==> config.mk <==
export PLATFORM = sky130hd
export DESIGN_NAME = uart_rx_frame_ctrl
export DESIGN_NICKNAME = d
export VERILOG_FILES = /design/src/rtl/uart_rx_frame_ctrl.sv
export SDC_FILE = /design/constraint.sdc
export NUM_CORES = 1
export LEC_CHECK = 0
export BUFFER_PORTS_ARGS = -buffer_cell sky130_fd_sc_hd__buf_4
export CAP_MARGIN = 20
export CELL_PAD_IN_SITES_DETAIL_PLACEMENT = 1
export CELL_PAD_IN_SITES_GLOBAL_PLACEMENT = 1
export CORE_ASPECT_RATIO = 0.75
export CORE_MARGIN = 4
export CORE_UTILIZATION = 52
export DETAILED_ROUTE_END_ITERATION = 7
export MAX_ROUTING_LAYER = met4
export PLACE_DENSITY = 0.76
export SYNTH_ARGS = -nofsm -noshare
export SYNTH_HDL_FRONTEND = slang
export SYNTH_SLANG_ARGS = --single-unit
==> constraint.sdc <==
create_clock -name clk_i -period 3 [get_ports clk_i]
set_input_delay 0.15 -clock clk_i [delete_from_list [all_inputs] [get_ports clk_i]]
set_output_delay 0.15 -clock clk_i [all_outputs]
set_load 0.02 [all_outputs]
==> src/rtl/uart_rx_frame_ctrl.sv <==
// uart_rx_frame_ctrl: frame parser/buffer behind uart_rx (SOF|LEN|PAYLOAD|CSUM).
// Optional counters: define UART_RX_FRAME_CTRL_STATS_EN to add frame_cnt_o/err_cnt_o.
module uart_rx_frame_ctrl #(
    parameter logic [7:0]  SofByte      = 8'hA5,
    parameter int unsigned MaxLen       = 16,
    parameter int unsigned TimeoutTicks = 2560
) (
    input  logic        clk_i,
    input  logic        rst_i,
    input  logic        rx_valid_i,
    input  logic [7:0]  rx_data_i,
    input  logic        tick_i,
    output logic [7:0]  m_data_o,
    output logic        m_valid_o,
    output logic        m_last_o,
    input  logic        m_ready_i,
    output logic        busy_o,
    output logic [3:0]  err_o
`ifdef UART_RX_FRAME_CTRL_STATS_EN
    ,
    output logic [15:0] frame_cnt_o,
    output logic [15:0] err_cnt_o
`endif
);

    localparam int IW = $clog2(MaxLen + 1);
    localparam int AW = (MaxLen > 1) ? $clog2(MaxLen) : 1;
    localparam int TW = $clog2(TimeoutTicks + 1);

    localparam logic [8:0]    MAXL  = 9'(MaxLen);
    localparam logic [TW-1:0] TLAST = TW'(TimeoutTicks - 1);

    typedef enum logic [2:0] {
        S_IDLE,
        S_LEN,
        S_PAYLOAD,
        S_CSUM,
        S_DRAIN
    } state_t;

    state_t        state_q, state_d;
    logic [IW-1:0] len_q, len_d;
    logic [IW-1:0] wr_idx_q, wr_idx_d;
    logic [IW-1:0] rd_idx_q, rd_idx_d;
    logic [7:0]    csum_q, csum_d;
    logic [TW-1:0] tcnt_q, tcnt_d;
    logic [3:0]    err_q, err_d;
    logic          wr_en;
    logic          rx_phase;
    logic          last_rd;

    logic [7:0]    mem_q [MaxLen];

    // Payload-receiving states are the only ones the inter-byte timer watches.
    assign rx_phase = (state_q == S_LEN) || (state_q == S_PAYLOAD)
                   || (state_q == S_CSUM);

    assign last_rd = (rd_idx_q == len_q - IW'(1));

    // Next-state and datapath updates for the frame parser.
    always_comb begin
        state_d  = state_q;
        len_d    = len_q;
        wr_idx_d = wr_idx_q;
        rd_idx_d = rd_idx_q;
        csum_d   = csum_q;
        tcnt_d   = tcnt_q;
        err_d    = '0;
        wr_en    = 1'b0;

        unique case (state_q)
            S_IDLE: begin
                if (rx_valid_i && rx_data_i == SofByte) begin
                    state_d = S_LEN;
                    tcnt_d  = '0;
                end
            end
            S_LEN: begin
                if (rx_valid_i) begin
                    tcnt_d = '0;
                    if (rx_data_i == 8'd0 || {1'b0, rx_data_i} > MAXL) begin
                        err_d[0] = 1'b1;
                        state_d  = S_IDLE;
                    end else begin
                        len_d    = IW'(rx_data_i);
                        csum_d   = rx_data_i;
                        wr_idx_d = '0;
                        state_d  = S_PAYLOAD;
                    end
                end
            end
            S_PAYLOAD: begin
                if (rx_valid_i) begin
                    tcnt_d   = '0;
                    wr_en    = 1'b1;
                    csum_d   = csum_q ^ rx_data_i;
                    wr_idx_d = wr_idx_q + IW'(1);
                    if (wr_idx_q == len_q - IW'(1)) begin
                        state_d = S_CSUM;
                    end
                end
            end
            S_CSUM: begin
                if (rx_valid_i) begin
                    tcnt_d = '0;
                    if (rx_data_i == csum_q) begin
                        rd_idx_d = '0;
                        state_d  = S_DRAIN;
                    end else begin
                        err_d[1] = 1'b1;
                        state_d  = S_IDLE;
                    end
                end
            end
            S_DRAIN: begin
                // A byte arriving while draining has nowhere to go.
                if (rx_valid_i) begin
                    err_d[3] = 1'b1;
                end
                if (m_ready_i) begin
                    if (last_rd) begin
                        rd_idx_d = '0;
                        state_d  = S_IDLE;
                    end else begin
                        rd_idx_d = rd_idx_q + IW'(1);
                    end
                end
            end
            default: begin
                state_d = S_IDLE;
            end
        endcase

        // A byte on the terminal tick wins: its branch above already cleared the timer.
        if (rx_phase && !rx_valid_i && tick_i) begin
            if (tcnt_q == TLAST) begin
                err_d[2] = 1'b1;
                state_d  = S_IDLE;
                tcnt_d   = '0;
            end else begin
                tcnt_d = tcnt_q + TW'(1);
            end
        end
    end

    // State, counters and registered error pulses.
    always_ff @(posedge clk_i or posedge rst_i) begin
        if (rst_i) begin
            state_q  <= S_IDLE;
            len_q    <= '0;
            wr_idx_q <= '0;
            rd_idx_q <= '0;
            csum_q   <= '0;
            tcnt_q   <= '0;
            err_q    <= '0;
        end else begin
            state_q  <= state_d;
            len_q    <= len_d;
            wr_idx_q <= wr_idx_d;
            rd_idx_q <= rd_idx_d;
            csum_q   <= csum_d;
            tcnt_q   <= tcnt_d;
            err_q    <= err_d;
        end
    end

    // Payload buffer; contents need no reset.
    always_ff @(posedge clk_i) begin
        if (wr_en) begin
            mem_q[wr_idx_q[AW-1:0]] <= rx_data_i;
        end
    end

    assign m_valid_o = (state_q == S_DRAIN);
    assign m_data_o  = m_valid_o ? mem_q[rd_idx_q[AW-1:0]] : 8'd0;
    assign m_last_o  = m_valid_o && last_rd;
    assign busy_o    = (state_q != S_IDLE);
    assign err_o     = err_q;

`ifdef UART_RX_FRAME_CTRL_STATS_EN
    logic frame_done;

    assign frame_done = m_valid_o && m_ready_i && m_last_o;

    // Saturating frame and error-cycle counters.
    always_ff @(posedge clk_i or posedge rst_i) begin
        if (rst_i) begin
            frame_cnt_o <= '0;
            err_cnt_o   <= '0;
        end else begin
            if (frame_done && frame_cnt_o != 16'hFFFF) begin
                frame_cnt_o <= frame_cnt_o + 16'd1;
            end
            if ((|err_q) && err_cnt_o != 16'hFFFF) begin
                err_cnt_o <= err_cnt_o + 16'd1;
            end
        end
    end
`endif

endmodule

# == Word-level counts from Yosys, hierarchy flattened ==
# Memories as Yosys holds them, arrays and structs flattened.
# Cells that the tools add are included.
# word_totals
ff_bits,42
ramBits,128
inputBits,13
output_inout_bits,15
elab_cells,95
n_memories,1
# classes
add_sub_neg,4
magnitude_cmp,1
eq_ne,17
mux,44
n_bitwise,2
reduce_logical,19
# mem_list
memory,words,width,read_ports,rd_ports_with_merged_regs,wr,line_no,text
mem_q,16,8,1,0,1,52,logic [7:0] mem_q [MaxLen];
# op_table
cell,count
$mux W12,4
$mux W5,7
$mux W8,4
$mux W3,10
$pmux W12 S2,1
$pmux W5 S2,2
$pmux W8 S2,1
$pmux W3 S5,1
$mux W1,13
$add A12 B1 Y12 const B,1
$eq A12 B12 Y1 const B,1
$add A5 B1 Y5 const B,2
$eq A5 B5 Y1,2
$eq A8 B8 Y1,1
$eq A8 B8 Y1 const B,1
$gt A8 B5 Y1 const B,1
$logic_not A8 Y1,1
$ne A2 B2 Y1 const B,4
$reduce_and A4 Y1,2
$xor A8 B8 Y8,1
$eq A3 B2 Y1 const B,2
$reduce_and A3 Y1,2
$reduce_bool A3 Y1,2
$sub A5 B1 Y5 const B,1
other kinds (13),20

# == Longest topological paths before layout ==
# depth
depth_word,7
ltp_mapped,7
depth_no_buf,7

# == Worst setup path after synthesis ==
# Ideal clock, no wire load.
# synth_path
kind,reg2reg
start,register state_q[2]
end,"memory mem_q[5][0], enable pin"
t_arrival_ns,1.993
required_time_ns,2.617
path_slack_ns,0.624
path_stages_with_launch,8
path_buffers,3
period_less_slack_ns,2.376
path_cell_list,dfrtp_1 > clkbuf_1 > nor2_1 > and3_1 > clkbuf_2 > clkbuf_1 > nand2_1 > nor3_1
# synth_between
elab_chain_cells,4
# synth_rtl
item,line_no,text
from (decl),41,"state_t state_q, state_d;"
from (signal assigned),157,state_q <= state_d;
$eq A3 B2 Y1,71,unique case (state_q)
$mux W1,71,
$mux W1,169,if (wr_en) begin
$mux W1 (not written as such),170,mem_q[wr_idx_q[AW-1:0]] <= rx_data_i;
to (decl),52,
# No other way between the ends.

# == Final worst setup path ==
# layout_path
start,register rd_idx_q[0]
end,output port m_data_o[4]
# layout_between
elab_chain_cells,2
# layout_rtl
item,line_no,text
from (decl),44,"logic [IW-1:0] rd_idx_q, rd_idx_d;"
from (signal assigned),160,rd_idx_q <= rd_idx_d;
$mem_v2 Z16 W8,--,
$mux W8,175,assign m_data_o = m_valid_o ? mem_q[rd_idx_q[AW-1:0]] : 8'd0;
to (decl),13,"output logic [7:0] m_data_o,"
# No other way between the ends.

==> impl_metrics.py <==
metrics = {
    "worst_setup_path": {
        "r2r-end": "rd_idx_q[1]",
        "endpoint": "m_data_o[4]",
        "crit_cells": 5,
        "rr_startpoint": "len_q[0]",
        "path_cells": "buf_12 > mux4_2 > a211oi_1 > a311oi_1 > buf_4",
        "path_buf_inv": 2,
        "cp_max_fo": 22,
        "r2r_slack_ns": 0.59,
        "critPathCaptureType": "output pin",
        "critPathKind": "reg2out",
        "cp-start-kind": "flip-flop",
        "r2r_cells": 7,
        "crit_slowest_cell": "dfrtp_2",
        "max_stage_delay_ns": 0.69,
        "worst_ep_required_time_ns": 2.85,
        "cp_top_family": "flip-flops",
        "crit_arrival_ns": 2.66,
        "startpoint": "rd_idx_q[0]",
    },
    "finish": {
        "area_growth_pct": 13.54,
        "nNetsFinal": 561,
        "nFillCells": 1308,
        "stdcell_area_um2": 8423,
        "layout-drive-gt1-share": 0.2166,
        "fin_util": 0.6085,
        "antenna_cells": 0,
    },
    "power_and_ir_drop": {
        "p_leak_nw": 3.000,
        "pwr_density_cell_nw_per_um2": 663.2,
        "power_mw": 5.586,
        "ir_drop_uv": 415.1,
    },
    "yosys": {
        "syn_nets": 523,
        "async_reset_ff_frac": 0.2471,
        "netlist_instances": 503,
        "synthFlopType": "edfxtp_1",
        "yosysSeqAreaShare": 0.6598,
        "synth_top_area_cell": "edfxtp_1",
        "synthMostInstantiatedCell": "edfxtp_1",
        "synthTopCellsByCount": "128 x edfxtp_1, 52 x nand2_1, 42 x dfrtp_1",
        "synth_cell_types": 53,
        "synth_edf_count": 128,
        "synthTopCellsByArea": "edfxtp_1 52%, dfrtp_1 14%, mux4_2 9.7%, nand2_1 2.6%, xor2_1 2.1%",
        "yosysTopAreaCellShare": 0.5181,
        "yosysWarnings": 0,
        "synth-seq-cells": 170,
        "avgSynthCellArea_um2": 14.75,
        "synth_area_um2": 7418,
    },
    "routing": {
        "vias_per_cell": 6.233,
        "drc": 0,
        "ant_nets": 0,
        "route.vias.total": 4544,
        "drtIter0Drc": 383,
        "dr.pass1.iters": 5,
        "wire_per_inst_um": 25.89,
        "totalWireLength_um": 18880,
    },
    "clock_tree": {
        "cts_inserted_buffers": 17,
        "cts_tree": "built",
        "clk_pin_slew_ns": 0.06,
        "cts.path.max_buffers": 2,
        "clkSinkCount": 170,
        "cts_htree_levels": 4,
        "root_buffer": "clkbuf_16",
        "clkLatencyLatePin_ns": 0.43,
        "cts.repair.resized": 0,
    },
    "floorplanning": {
        "die_x_um": 145.9,
        "start_util": 0.5359,
        "die_y_um": 111.4,
        "rows": 37,
        "io-pin-count": 28,
        "die-area_um2": 16260,
        "core-area_um2": 13840,
    },
    "sta": {
        "finalSetupTns_ns": 0,
        "hold_viol_final": 0,
        "setup_violations": 0,
        "period_minus_slack_ns": 2.808,
        "slew_violations": 0,
        "slew_headroom": 0.4043,
        "rsz0062_at_grt": "no",
        "finClkSkew_ns": 0.005802,
        "fin_crit_sh": 0.9362,
        "fmax_ghz": 0.3561,
        "tightest_slew_ns": 0.8855,
    },
    "global_route": {
        "grt_pass1_vias": 4935,
        "grt_use_total": 0.2506,
        "grt_pass1_wl_um": 29390,
        "top_usage_layer": "met2",
        "use_met1": 0.3433,
        "grt-ovfl-total": 0,
        "antenna_found_initial": 0,
        "grt_util_met3": 0.04923,
        "use_met2": 0.3874,
        "grt_max_degree": 26,
    },
    "placed_design": {
        "portBuffers": 27,
        "placedInstanceArea_um2": 7849,
        "gp_congestion": 0.8667,
        "dp_hpwl_um": 12450,
    },
    "min_path": {
        "hold_path.class": "in2reg",
        "worstHoldPathCells": 3,
    },
    "status": {
        "status": "finished, final reports clean",
    },
    "flow_run": {
        "cap_viol_max_count": 0,
    },
}
## stage by stage
step | std cells | hold WS, ns | setup slack (ns)
final | 729 | 0.04370 | 0.1915
after global routing | 729 | 0.06520 | 0.02310
after CTS | 728 | 0.03037 | 0.1699
after detailed placement | 695 | 0.2814 | 0.6433
after global placement | 695 | 0.2743 | 0.6826
after floorplan | 503 | 0.2489 | 0.6239
## flip-flops by register name (all words and copies together) (netlist names)
signal    flops
err_o         4
len_q         5
rd_idx_q      5
wr_idx_q      5
mem_q       128
state_q       3
tcnt_q       12
csum_q        8
## area by class of cell
| class | count | area (µm²) | share of cell area |
|---|---|---|---|
| clock buffer | 17 | 425.4 | 0.05051 |
| tap | 175 | 219.0 | 0.02600 |
| inverter | 15 | 56.30 | 0.006684 |
| timing repair buffer | 48 | 387.9 | 0.04605 |
| clock inverter | 15 | 118.9 | 0.01411 |
| multi-input combinational | 289 | 2320 | 0.2754 |
| sequential | 170 | 4896 | 0.5813 |
## how the worst min path moves through the flow
stage                 startpoint     endpoint  slack [ns]
floorplan           rx_data_i[0]  mem_q[0][0]        0.25
global placement           rst_i   tcnt_q[10]        0.27
detailed placement         rst_i   tcnt_q[11]        0.28
CTS                    m_ready_i  rd_idx_q[3]        0.03
global route           m_ready_i  rd_idx_q[4]        0.07
finish                 m_ready_i  rd_idx_q[3]        0.04
## repair_timing
action,CTS,global route
hold buffers,1,0
hold endpoints to repair,24,0
setup endpoints to repair,0,0
setup buffers,0,0
## cells in the final DEF (no fill, tap or decap), types with 3 or more instances in the layout
master      count
a211oi_1        8
a21oi_1         8
a311oi_1       13
and3_1          9
buf_4          45
clkbuf_16      17
clkinv_4        3
clkinvlp_4      5
dfrtp_1        41
edfxtp_1      128
ha_1            7
inv_1          13
mux4_2         32
nand2_1        52
nand3_1        17
nand4_1         6
nand4b_1        3
nor2_1         27
nor2b_1        10
nor3_1         11
nor4_1          8
o21ai_0        14
or3_1           3
xnor2_1        12
xor2_1         18
## where the power goes
group          internal [mW]  switching, mW
sequential              2.66          0.159
clock                   1.07          0.953
combinational          0.286          0.459
## tightest hold or removal path: cells and delay by family
family / cells / cell delay [ns]
AO/OA/AOI/OAI: 1 / 0.09
buffers and inverters: 1 / 0.12
AND/OR/NAND/NOR: 1 / 0.07
## logic make-up (layout without fill, tap and decap cells)
family,count (synthesis),count (layout),share of synthesized area
AOI/OAI and AO/OA,62,62,0.06072
buffers and inverters,44,95,0.02749
and+or+nand+nor,154,154,0.1004
adders and majority gates,7,7,0.01181
xor gates and xnor gates,31,31,0.03845
DFF,170,170,0.6598
muxes,35,35,0.1014
## per-layer routing
metal  wire length (µm)  up-vias
met3                998       24
met5                  0        -
met4                284        0
met1               8257     2383
li1                   -     2008
met2               9336      129
Note: power is estimated with default switching activity, not from simulation.
